===== src/rtl/serial_adder_ctrl.sv =====
// Bit-serial add/subtract sequencer: one full-adder slice, LSB-first, valid/ready in and out.
// Optional feature macro: SERIAL_ADDER_SUB_EN adds the `sub` port for a_in - b_in.
module serial_adder_ctrl #(
  parameter int unsigned WIDTH = 8
) (
  input  logic             clk,
  input  logic             rst_n,
  input  logic             in_valid,
  output logic             in_ready,
  input  logic [WIDTH-1:0] a_in,
  input  logic [WIDTH-1:0] b_in,
  input  logic             cin,
`ifdef SERIAL_ADDER_SUB_EN
  input  logic             sub,
`endif
  output logic             out_valid,
  input  logic             out_ready,
  output logic [WIDTH-1:0] result,
  output logic             cout,
  output logic             overflow
);

  localparam int unsigned CntW = (WIDTH > 1) ? $clog2(WIDTH) : 1;
  localparam logic [CntW-1:0] CntLast = CntW'(WIDTH - 1);

  typedef enum logic [1:0] {
    StIdle = 2'd0,
    StRun  = 2'd1,
    StDone = 2'd2
  } state_e;

  state_e            state_q, state_d;
  logic [WIDTH-1:0]  a_sh_q, a_sh_d;
  logic [WIDTH-1:0]  b_sh_q, b_sh_d;
  logic [WIDTH-1:0]  result_q, result_d;
  logic [CntW-1:0]   cnt_q, cnt_d;
  logic              carry_q, carry_d;
  logic              cout_q, cout_d;
  logic              ovf_q, ovf_d;

  logic              sub_op;
  logic              bit_a, bit_b, bit_sum, bit_carry;

`ifdef SERIAL_ADDER_SUB_EN
  assign sub_op = sub;
`else
  assign sub_op = 1'b0;
`endif

  // The single full-adder slice.
  assign bit_a     = a_sh_q[0];
  assign bit_b     = b_sh_q[0];
  assign bit_sum   = bit_a ^ bit_b ^ carry_q;
  assign bit_carry = ((bit_a ^ bit_b) & carry_q) | (bit_a & bit_b);

  always_comb begin
    state_d  = state_q;
    a_sh_d   = a_sh_q;
    b_sh_d   = b_sh_q;
    result_d = result_q;
    cnt_d    = cnt_q;
    carry_d  = carry_q;
    cout_d   = cout_q;
    ovf_d    = ovf_q;

    unique case (state_q)
      StIdle: begin
        if (in_valid) begin
          a_sh_d  = a_in;
          // Subtraction is A + ~B + 1; the caller's cin is not used then.
          b_sh_d  = sub_op ? ~b_in : b_in;
          carry_d = sub_op ? 1'b1 : cin;
          cnt_d   = '0;
          state_d = StRun;
        end
      end

      StRun: begin
        result_d          = result_q >> 1;
        result_d[WIDTH-1] = bit_sum;
        a_sh_d            = a_sh_q >> 1;
        b_sh_d            = b_sh_q >> 1;
        carry_d           = bit_carry;
        cnt_d             = cnt_q + CntW'(1);
        if (cnt_q == CntLast) begin
          // carry_q here is the carry into the MSB.
          cout_d  = bit_carry;
          ovf_d   = carry_q ^ bit_carry;
          state_d = StDone;
        end
      end

      StDone: begin
        if (out_ready) begin
          state_d = StIdle;
        end
      end

      default: begin
        state_d = StIdle;
      end
    endcase
  end

  always_ff @(posedge clk or negedge rst_n) begin
    if (!rst_n) begin
      state_q  <= StIdle;
      a_sh_q   <= '0;
      b_sh_q   <= '0;
      result_q <= '0;
      cnt_q    <= '0;
      carry_q  <= 1'b0;
      cout_q   <= 1'b0;
      ovf_q    <= 1'b0;
    end else begin
      state_q  <= state_d;
      a_sh_q   <= a_sh_d;
      b_sh_q   <= b_sh_d;
      result_q <= result_d;
      cnt_q    <= cnt_d;
      carry_q  <= carry_d;
      cout_q   <= cout_d;
      ovf_q    <= ovf_d;
    end
  end

  assign in_ready  = (state_q == StIdle);
  assign out_valid = (state_q == StDone);
  assign result    = result_q;
  assign cout      = cout_q;
  assign overflow  = ovf_q;

endmodule


===== config.mk =====
export PLATFORM = sky130hd
export DESIGN_NAME = serial_adder_ctrl
export DESIGN_NICKNAME = d
export VERILOG_FILES = /design/src/rtl/serial_adder_ctrl.sv
export SDC_FILE = /design/constraint.sdc
export NUM_CORES = 1
export LEC_CHECK = 0
export CAP_MARGIN = 10
export CORE_MARGIN = 8
export CORE_UTILIZATION = 40
export DETAILED_ROUTE_END_ITERATION = 10
export PLACE_DENSITY = 0.66
export SYNTH_ARGS = -nofsm -noshare
export SYNTH_HDL_FRONTEND = slang
export SYNTH_SLANG_ARGS = --single-unit
export TNS_END_PERCENT = 100

===== constraint.sdc =====
create_clock -name clk -period 1.9 [get_ports clk]
set_clock_uncertainty 0.2 [all_clocks]
set_input_delay 0.38 -clock clk [delete_from_list [all_inputs] [get_ports clk]]
set_output_delay 0.38 -clock clk [all_outputs]
set_load 0.005 [all_outputs]

**Word-level counts from Yosys, hierarchy flattened**

Index checks and enable logic that the tools add are counted.

- Input bits: 21
- Output and inout bits: 12
- Bits in registers: 32

- Reductions and logical operators: 5
- Multiplexer cells: 12
- Add/subtract/negate cells: 1
- Equality and inequality tests: 6
- Bitwise gates (word level): 6

Operators by type and width:

| kind | number |
|---|---|
| 8-bit one-hot mux with 2 select lines | 2 |
| 8-bit two-way mux | 2 |
| 2-bit two-way mux | 3 |
| 2-bit one-hot mux with 3 select lines | 1 |
| 3-bit one-hot mux with 2 select lines | 1 |
| 2-bit != test, second input constant | 2 |
| 2-bit AND reduction | 2 |
| 3-bit by 1-bit adder with 3-bit output, second input constant | 1 |
| 3-bit == test, second input constant | 1 |
| 3-bit two-way mux | 1 |
| 3-bit AND reduction | 1 |
| 1-bit bitwise XOR | 3 |
| 1-bit AND | 2 |
| 2-bit by 1-bit == test with 1-bit output, second input constant | 1 |
| 2-bit == test, second input constant | 1 |
| 2-bit logical NOT | 1 |
| 2-bit by 1-bit != test with 1-bit output, second input constant | 1 |
| 1-bit one-hot mux with 2 select lines | 1 |
| 2-bit nonzero test | 1 |
| 1-bit two-way mux | 1 |
| 1-bit OR | 1 |

**Logic depth before layout (Yosys ltp)**

- Word-level depth: 4
- Gate-level depth with buffers: 6

**Least setup slack after synthesis**

No wires, ideal clock.

- Kind: reg2out
- From: register state_q[1]
- To: output port out_valid
- Path buffers: 2
- Setup slack: 0.384 ns
- Arrival: 0.936 ns
- Stages on the path, launching flop included: 5
- Cells stage by stage: dfrtp_1 buf_6 inv_1 clkbuf_1 nor2_1

- Word-level cells in the longest chain between the ends: 1

RTL lines:

| item | RTL line | source |
|---|---|---|
| from (decl) | 32 | `state_e state_q, state_d;` |
| from (signal assigned) | 107 | `state_q <= StIdle;` |
| from (signal assigned) | 116 | `state_q <= state_d;` |
| 2-bit == test | 128 | `assign out_valid = (state_q == StDone);` |
| to (decl) | 16 | `output logic out_valid,` |

Every way passes these cells.

**Final worst setup path**

- From: register result_q[6], in the netlist result[6]
- To: output port result[6]

RTL lines:

| item | RTL line | source |
|---|---|---|
| from (decl) | 35 | `logic [WIDTH-1:0] result_q, result_d;` |
| from (signal assigned) | 119 | `result_q <= result_d;` |
| to (decl) | 18 | `output logic [WIDTH-1:0] result,` |

No word-level cell between the ends.

==> results.json <==
{
  "ys_seq_elements": 32,
  "cts_tree": "yes",
  "area_growth_pct": 30.72,
  "vdd_drop_max_v": 0.0005408,
  "cts_buffers": 5,
  "netlist.area_leader.share_pct": 55.85,
  "chipWidth_um": 75.87,
  "min_period_ps": 1792,
  "via_count": 1070,
  "num_rows": 21,
  "cts_num_sinks": 32,
  "endpoint_kind": "output pin",
  "drtIter0Drc": 41,
  "fill_cells": 289,
  "hold_viol_final": 0,
  "htreeDepth": 2,
  "grt_pass1_wl_mm": 5.175,
  "fp.coreArea_um2": 3390,
  "crit_chain": "clkdlybuf4s50_1",
  "max_freq_mhz": 558.1,
  "syn_inst": 119,
  "cpPeakStageDelay_ps": 510,
  "io_buffers": 32,
  "setup_viol": 0,
  "gp_congestion": 0.8303,
  "synth_cell_types": 28,
  "crit_slowest_cell": "clkdlybuf4s50_1",
  "hpwlAfterDp_mm": 2.269,
  "die_y_um": 75.87,
  "grt_max_degree": 33,
  "crit_family": "buffers and inverters",
  "slew_viol_final": 0,
  "netlist_top_cells_count": "32 x dfrtp_1, 15 x o22ai_1, 9 x a2bb2oi_1",
  "postCtsHoldBufs": 0,
  "power.density_nw_per_um2": 1558,
  "firstDrtPassIters": 4,
  "start_util_pct": 42.30,
  "cp_data_arrival_time_ps": 1210,
  "synth_edf_count": 0,
  "syn_nets": 143,
  "ys_seq_area_share_pct": 55.85,
  "grt_pass1_vias": 1145,
  "hold_path.class": "primary input to asynchronous set/reset pin",
  "leakagePower_uw": 0.0008097,
  "holdWs_ps": 255.6,
  "worst_slew_pin_slew_ps": 393.4,
  "seqCellArea_um2": 803.3,
  "yosysMostFrequentCell": "dfrtp_1",
  "slew_headroom_pct": 73.72,
  "nets": 182,
  "cts_root_buf": "clkbuf_4",
  "ys.flop_type": "dfrtp_1",
  "io_pins": 33,
  "critPathRequiredTime_ps": 1320,
  "drv_cap": 0,
  "synth-async-reset-ratio_pct": 100.0,
  "crit_buf_inv": 1,
  "antenna_found_initial": 0,
  "clock_path_buffers": 2,
  "finalWirelength_mm": 3.166,
  "cp-start-kind": "register",
  "clk_pin_slew_ps": 90,
  "power_uw": 2919,
  "rsz0062_at_grt": "no",
  "track_usage_pct": 12.22,
  "routedWlPerCell_um": 15.44,
  "antenna_left": 0,
  "insertion_delay_ps": 320,
  "netlist_top_cells_area": "dfrtp_1 56%, o22ai_1 6.5%, a2bb2oi_1 5.5%",
  "multi_input_area_um2": 546.8,
  "drive_gt1_share_pct": 18.24,
  "yosysWarningCount": 0,
  "critPathKind": "register to output pin",
  "syn_avg_cell_area_um2": 12.05,
  "syn-cell-area_um2": 1434,
  "period_share_pct": 94.30,
  "outcome": "completed",
  "worstPathMaxFanout": 3,
  "dieArea_um2": 5756,
  "overflow": 0,
  "yosysTopAreaCell": "dfrtp_1",
  "drc": 0,
  "diodes": 0,
  "routed_via_density": 5.220
}
## per-stage QoR
stage                     cells  setup slack, ps  cell area, µm²  utilization [%]  setup TNS (ps)
final                       205            108.3            1874            55.30               0
after CTS                   205            76.43            1874            55.30               0
after detailed placement    195           -17.41            1793            52.90          -59.53
after floorplan             119            384.1            1434                -               0
after global placement      195            26.16            1793            52.90               0
after global routing        205            30.13            1874            55.30               0
## sequential cells by signal, indices dropped and copies added (netlist names)
register and count:
state_q 2, a_sh_q 8, result 8, carry_q 1, cout 1, overflow 1, b_sh_q 8, cnt_q 3
## power breakdown
group          total [µW]  switching (µW)  internal [µW]
Sequential           1220             216           1010
Combinational        1300             521            781
Clock                 394             211            182
## what timing repair did
action | in CTS | in global routing
buffers inserted | 2 | 0
endpoints found under the setup margin | 2 | 0
resized for setup | 6 | 0
## cells by family after synthesis
kind of cell | synth area share (%)
AOI/OAI and AO/OA | 21.12
adders and majority gates | 3.141
xor gates and xnor gates | 0.6109
DFF | 55.85
and+or+nand+nor | 6.719
buffers and inverters | 6.543
muxes | 6.021
## path summary, 6_finish.rpt
kind | from | endpoint | slack (ps) | cells past startpoint
worst max-delay path | result[6] | result[6] | 110 | 1
worst min-delay path | rst_n | result[4] | 260 | 2
worst max register to register | state_q[1] | carry_q | 220 | 5
worst min register to register | overflow | overflow | 310 | 2
max in group asynchronous | rst_n | state_q[0] | 940 | 2
min in group clk | overflow | overflow | 310 | 2
## cell type report
type / instances / share of cell area, %
Clock buffer: 8 / 3.138
Multi-Input combinational cell: 72 / 29.17
Sequential cell: 32 / 42.86
Inverter: 6 / 1.202
Tap cell: 46 / 3.071
Timing Repair Buffer: 41 / 20.56
## layout by cell type (no fill, tap or decap), drive strengths merged, types with 2 or more instances in the layout
master / instances
mux2: 7
clkbuf: 8
nand2: 6
inv: 6
dlygate4sd2: 2
o21ai: 6
o22ai: 15
a22o: 2
clkdlybuf4s50: 30
nand3b: 3
nand2b: 3
o31ai: 2
nor2: 5
a21oi: 4
o221a: 2
a2bb2oi: 9
dfrtp: 32
ha: 2
buf: 9
## layer usage
layer  part of all wire (%)  routed length, µm  up-vias  GRT usage [%]
met5                      0                  0        -              0
met4                    1.5                 49        0          4.904
met3                    6.8                216        6          5.526
met2                     47               1498       27          19.96
met1                     44               1401      519          13.46
li1                       -                  -      518              -
No activity file was read; power rests on OpenSTA's default activity.
